===== config.mk =====
export PLATFORM = sky130hd
export DESIGN_NAME = alu
export DESIGN_NICKNAME = d
export VERILOG_FILES = /design/src/rtl/alu_pkg.sv /design/src/rtl/alu_addsub.sv /design/src/rtl/alu.sv
export SDC_FILE = /design/constraint.sdc
export NUM_CORES = 1
export LEC_CHECK = 0
export CORE_MARGIN = 8
export CORE_UTILIZATION = 40
export DETAILED_ROUTE_END_ITERATION = 10
export GPL_TIMING_DRIVEN = 0
export SYNTH_ARGS = -nofsm -noshare
export SYNTH_HDL_FRONTEND = slang
export SYNTH_HIERARCHICAL = 1
export SYNTH_SLANG_ARGS = --single-unit

===== constraint.sdc =====
create_clock -name clk -period 1 [get_ports clk]
set_input_delay 0.15 -clock clk [delete_from_list [all_inputs] [get_ports clk]]
set_output_delay 0.15 -clock clk [all_outputs]
set_load 0.01 [all_outputs]

===== src/rtl/alu_pkg.sv =====
// ALU operation codes: the ALUFun[5:4] group selects and the sub-codes decoded inside each group.
// Pure constants, so there is no latency and no backpressure.
package alu_pkg;

  localparam logic [1:0] GRP_ARITH = 2'b00;
  localparam logic [1:0] GRP_LOGIC = 2'b01;
  localparam logic [1:0] GRP_SHIFT = 2'b10;
  localparam logic [1:0] GRP_CMP   = 2'b11;

  // LOGIC sub-codes, taken from ALUFun[3:0]
  localparam logic [3:0] LOG_AND    = 4'b1000;
  localparam logic [3:0] LOG_OR     = 4'b1110;
  localparam logic [3:0] LOG_XOR    = 4'b0110;
  localparam logic [3:0] LOG_NOR    = 4'b0001;
  localparam logic [3:0] LOG_PASS_A = 4'b1010;

  // SHIFT sub-codes, taken from ALUFun[1:0]
  localparam logic [1:0] SH_SLL = 2'b00;
  localparam logic [1:0] SH_SRL = 2'b01;
  localparam logic [1:0] SH_SRA = 2'b11;

  // CMP sub-codes, taken from ALUFun[3:1]
  localparam logic [2:0] CMP_NEQ = 3'b000;
  localparam logic [2:0] CMP_EQ  = 3'b001;
  localparam logic [2:0] CMP_LT  = 3'b010;
  localparam logic [2:0] CMP_GEZ = 3'b100;
  localparam logic [2:0] CMP_LTZ = 3'b101;
  localparam logic [2:0] CMP_LEZ = 3'b110;
  localparam logic [2:0] CMP_GTZ = 3'b111;

endpackage


===== src/rtl/alu_addsub.sv =====
// Combinational add/subtract producing sum with Z/V/N flags; the meaning of N and V follows sign.
// Zero latency, no backpressure.
module alu_addsub #(
  parameter int WIDTH = 32
) (
  input  logic [WIDTH-1:0] a,
  input  logic [WIDTH-1:0] b,
  input  logic             sub,
  input  logic             sign,
  output logic [WIDTH-1:0] sum,
  output logic             zero,
  output logic             overflow,
  output logic             negative
);

  logic [WIDTH-1:0] b_eff;
  logic [WIDTH:0]   full;
  logic             carry;
  logic             s_ovf;
  logic             borrow;

  always_comb begin
    b_eff    = sub ? ~b : b;
    full     = {1'b0, a} + {1'b0, b_eff} + {{WIDTH{1'b0}}, sub};
    sum      = full[WIDTH-1:0];
    carry    = full[WIDTH];
    // Signed overflow: both addends share a sign that the sum does not.
    s_ovf    = (a[WIDTH-1] == b_eff[WIDTH-1]) && (sum[WIDTH-1] != a[WIDTH-1]);
    borrow   = sub & ~carry;
    zero     = (sum == '0);
    negative = sign ? sum[WIDTH-1] : borrow;
    overflow = sign ? s_ovf : (sub ? borrow : carry);
  end

endmodule


===== src/rtl/alu.sv =====
// 32-bit MIPS ALU with a registered result (one cycle latency, no handshake, no stall).
// Define ALU_FLAGS_EN to expose the registered zero/overflow/negative flags as ports.
module alu
  import alu_pkg::*;
#(
  parameter int WIDTH = 32
) (
  input  logic             clk,
  input  logic             rst_n,
  input  logic [WIDTH-1:0] A,
  input  logic [WIDTH-1:0] B,
  input  logic [5:0]       ALUFun,
  input  logic             Sign,
  output logic [WIDTH-1:0] result
`ifdef ALU_FLAGS_EN
  ,
  output logic             zero,
  output logic             overflow,
  output logic             negative
`endif
);

  logic [1:0]       grp;
  logic             sub;
  logic [4:0]       shamt;
  logic [WIDTH-1:0] sum;
  logic             fz;
  logic             fv;
  logic             fn;
  logic             a_neg;
  logic             a_zero;
  logic             cond;
  logic [WIDTH-1:0] result_d;
  logic [WIDTH-1:0] result_q;

  assign grp = ALUFun[5:4];
  // Non-ARITH groups always run A-B so the compare unit and the flags see it.
  assign sub = (grp == GRP_ARITH) ? ALUFun[0] : 1'b1;

  alu_addsub #(.WIDTH(WIDTH)) u_addsub (
    .a        (A),
    .b        (B),
    .sub      (sub),
    .sign     (Sign),
    .sum      (sum),
    .zero     (fz),
    .overflow (fv),
    .negative (fn)
  );

  always_comb begin
    shamt    = A[4:0];
    a_neg    = A[WIDTH-1];
    a_zero   = (A == '0);
    cond     = 1'b0;
    result_d = '0;
    unique case (grp)
      GRP_ARITH: result_d = sum;
      GRP_LOGIC: begin
        case (ALUFun[3:0])
          LOG_AND:    result_d = A & B;
          LOG_OR:     result_d = A | B;
          LOG_XOR:    result_d = A ^ B;
          LOG_NOR:    result_d = ~(A | B);
          LOG_PASS_A: result_d = A;
          default:    result_d = '0;
        endcase
      end
      GRP_SHIFT: begin
        case (ALUFun[1:0])
          SH_SLL:  result_d = B << shamt;
          SH_SRL:  result_d = B >> shamt;
          SH_SRA:  result_d = $signed(B) >>> shamt;
          default: result_d = '0;
        endcase
      end
      GRP_CMP: begin
        // Zero-compares look only at A, always as a signed value.
        case (ALUFun[3:1])
          CMP_EQ:  cond = fz;
          CMP_NEQ: cond = ~fz;
          CMP_LT:  cond = Sign ? (fn ^ fv) : fn;
          CMP_LEZ: cond = a_neg | a_zero;
          CMP_LTZ: cond = a_neg;
          CMP_GEZ: cond = ~a_neg;
          CMP_GTZ: cond = ~a_neg & ~a_zero;
          default: cond = 1'b0;
        endcase
        result_d = {{(WIDTH-1){1'b0}}, cond};
      end
      default: result_d = '0;
    endcase
  end

  always_ff @(posedge clk or negedge rst_n) begin
    if (!rst_n) result_q <= '0;
    else        result_q <= result_d;
  end

  assign result = result_q;

`ifdef ALU_FLAGS_EN
  logic zero_d, zero_q;
  logic overflow_d, overflow_q;
  logic negative_d, negative_q;

  always_comb begin
    zero_d     = fz;
    overflow_d = fv;
    negative_d = fn;
  end

  always_ff @(posedge clk or negedge rst_n) begin
    if (!rst_n) begin
      zero_q     <= 1'b0;
      overflow_q <= 1'b0;
      negative_q <= 1'b0;
    end else begin
      zero_q     <= zero_d;
      overflow_q <= overflow_d;
      negative_q <= negative_d;
    end
  end

  assign zero     = zero_q;
  assign overflow = overflow_q;
  assign negative = negative_q;
`endif

endmodule


==> impl_metrics.py <==
metrics = {
    "clocking": {
        "cts_tree": "built",
        "h-tree-depth": 2,
        "cts.clk_slew.worst_paths_ns": 0.05,
        "cts_sinks": 32,
        "cts_root_buffer": "clkbuf_16",
        "numCtsBuffers": 5,
        "cts_buffer_depth": 2,
    },
    "sta": {
        "slew_headroom_pct": 15.87,
        "finalSetupViolCount": 32,
        "finalMaxSlewViolations": 0,
        "clock.fmax_mhz": 194.7,
        "worst_slack_ns": -4.135,
        "hold_viol": 0,
        "worstMarginPinSlew_ns": 1.250,
        "min_period_over_period_pct": 513.5,
        "period_minus_slack_ns": 5.135,
        "final.setup.tns_ns": -86.83,
        "rsz0062_at_grt": "true",
    },
    "route": {
        "ant_nets": 0,
        "wl_per_cell_um": 33.92,
        "wirelength_um": 61370,
        "dr.pass1.iters": 8,
        "vias": 13000,
        "drc": 0,
        "avgViaCountPerCell": 7.184,
        "drt_iter0_drc": 1932,
    },
    "placement": {
        "place_ws_ns": -5.464,
        "gp_congestion": 1.077,
        "port_buffers": 103,
        "hpwl_um": 47800,
    },
    "critical_path": {
        "cp_top_family": "simple AND/OR/NAND/NOR gates",
        "crit_type": "in -> reg",
        "path_buf_inv": 10,
        "arrival_ns": 5.28,
        "end_kind": "flip-flop",
        "path_depth": 27,
        "cp_slowest_cell": "or4_1",
        "cp_max_fo": 4,
        "required_ns": 1.14,
        "max_stage_delay_ns": 0.48,
        "cp-start-kind": "input pin",
    },
    "yosys": {
        "synth_nets": 1493,
        "ys_ff_latch": 32,
        "synthTopCellsByCount": "nand2_1, nor2_1, ha_1, a21oi_1, inv_1",
        "yosys.cell_types.count": 86,
        "syn_area_um2": 10540,
        "yosys.area.top_type_share_pct": 12.82,
        "synth_cells": 1320,
        "synth_ff_type": "dfrtp_1",
        "synth.area.top_cells": "mux4_2, ha_1, dfrtp_1, mux2i_1, a21oi_1",
        "synth.largest_area_cell": "mux4_2",
        "ys_seq_area_share_pct": 7.596,
        "synth-edff-count": 0,
        "syn_area_per_cell_um2": 7.987,
        "ys_warn_count": 6,
        "async_flop_share_pct": 100.0,
        "yosysMostFrequentCell": "nand2_1",
    },
    "cells_and_area": {
        "area_growth_pct": 27.63,
        "largest_register_ff_count": 32,
        "post-route-util_pct": 51.78,
        "fin_nets": 1644,
        "drive_gt1_share_pct": 26.15,
    },
    "power_and_ir_drop": {
        "ir_drop_mv": 1.818,
        "seqPwrFrac_pct": 12.0,
        "total_power_w": 0.01254,
        "internal_power_w": 0.006364,
        "sw_frac_of_total_pct": 49.24,
        "p_per_area_nw_per_um2": 931.8,
        "p_sw_w": 0.006174,
        "clock_power_share_pct": 14.4,
        "pwr-share-comb_pct": 73.7,
        "leakagePower_nw": 5.425,
    },
    "floorplanning": {
        "rows": 59,
        "die_area_um2": 31810,
        "core_um2": 25980,
        "fp.dieW_um": 178.3,
        "io_pins": 105,
        "die_height_um": 178.3,
        "start_util_pct": 40.57,
    },
    "status": {
        "outcome": "finished with violations",
        "violations": "negative setup slack",
    },
    "worst_hold_path": {
        "hp-class": "in -> async",
    },
    "global_route": {
        "grt_overflow_total": 0,
        "grt_first_pass_wirelength_um": 86850,
        "grt_antenna_before_repair": 1,
        "gr-usage-all-layers_pct": 37.30,
        "grt_pass1_vias": 12190,
        "grt_max_degree": 33,
    },
    "flow_run": {
        "drv_cap": 0,
    },
}
## per-layer routing
metal / vias up / global-route usage [%] / wire [um]
met5: - / 0 / 13
met4: 2 / 15.95 / 3096
met3: 203 / 11.79 / 8427
met2: 1056 / 55.05 / 25700
met1: 6383 / 49.23 / 24130
li1: 5352 / - / -
## logic make-up (layout without fill, tap and decap cells)
| group | count (synthesis) | in the layout | synth area share, % |
|---|---|---|---|
| buf+inv | 198 | 350 | 8.521 |
| mux | 156 | 156 | 22.79 |
| other cells | 0 | 2 | 0 |
| fa+ha+maj | 100 | 100 | 11.94 |
| flops | 32 | 32 | 7.596 |
| simple gates | 359 | 359 | 16.83 |
| xor+xnor | 59 | 59 | 4.902 |
| compound gates | 416 | 416 | 27.43 |
## timing repair
item                       4_1_cts  5_1_grt
setup endpoints to repair       96       35
setup buffers                   36        9
resized for setup              276       57
pin swaps                       53       51
hold buffers                     0        0
## metrics by stage
stage          hold WS [ns]  cell area [um2]  instances
6_report            0.03162            13460       1809
5_1_grt             0.08665            13450       1807
4_1_cts             0.05694            13150       1800
3_5_place_dp         0.6771            12170       1758
3_3_place_gp         0.6619            12170       1758
2_1_floorplan       -0.1456            10720       1320
## final cells by class
type	count	area, um2
antenna	2	5.005
buffer	120	777.0
clock buffer	7	152.6
clock inverter	1	30.03
fill	2468	12530
inverter	75	284.0
multi-input combinational	1090	9751
sequential	32	800.8
tap	335	419.2
timing repair buffer	147	1236
## cells in the final DEF (no fill, tap or decap), drive strengths merged, types with 8 or more instances in the layout
cell,instances
o211ai,27
nor4,12
a222oi,13
a31oi,11
nand3,19
or3,8
mux2,23
nor3,24
nand2,106
nand2b,11
buf,133
o21a,8
nor2,102
ha,99
o21ai,75
clkbuf,71
mux2i,70
clkdlybuf4s50,67
o31ai,12
o22ai,11
or2,10
dfrtp,32
xnor2,14
a22oi,38
a221oi,17
inv,75
and2,9
xor2,45
nand4,13
nor2b,10
mux4,63
o221ai,8
a211oi,14
a21oi,90
## how the worst max path moves through the flow
stage              start                   to
6_report       ALUFun[0]  result[0]$_DFF_PN0_
5_1_grt        ALUFun[0]  result[0]$_DFF_PN0_
4_1_cts        ALUFun[0]  result[0]$_DFF_PN0_
3_5_place_dp   ALUFun[0]  result[0]$_DFF_PN0_
3_3_place_gp   ALUFun[0]  result[0]$_DFF_PN0_
2_1_floorplan  ALUFun[0]  result[0]$_DFF_PN0_
## power groups by stage
stage | clock network (W) | logic (W) | registers (W)
after global placement | 0 | 0.00762 | 0.00152
after floorplan | 0 | 0.00442 | 0.00162
after global routing | 0.00190 | 0.00951 | 0.00152
final | 0.00180 | 0.00924 | 0.00150
after CTS | 0.00183 | 0.00842 | 0.00150
after detailed placement | 0 | 0.00759 | 0.00153
(Power assumes the default switching activity.)
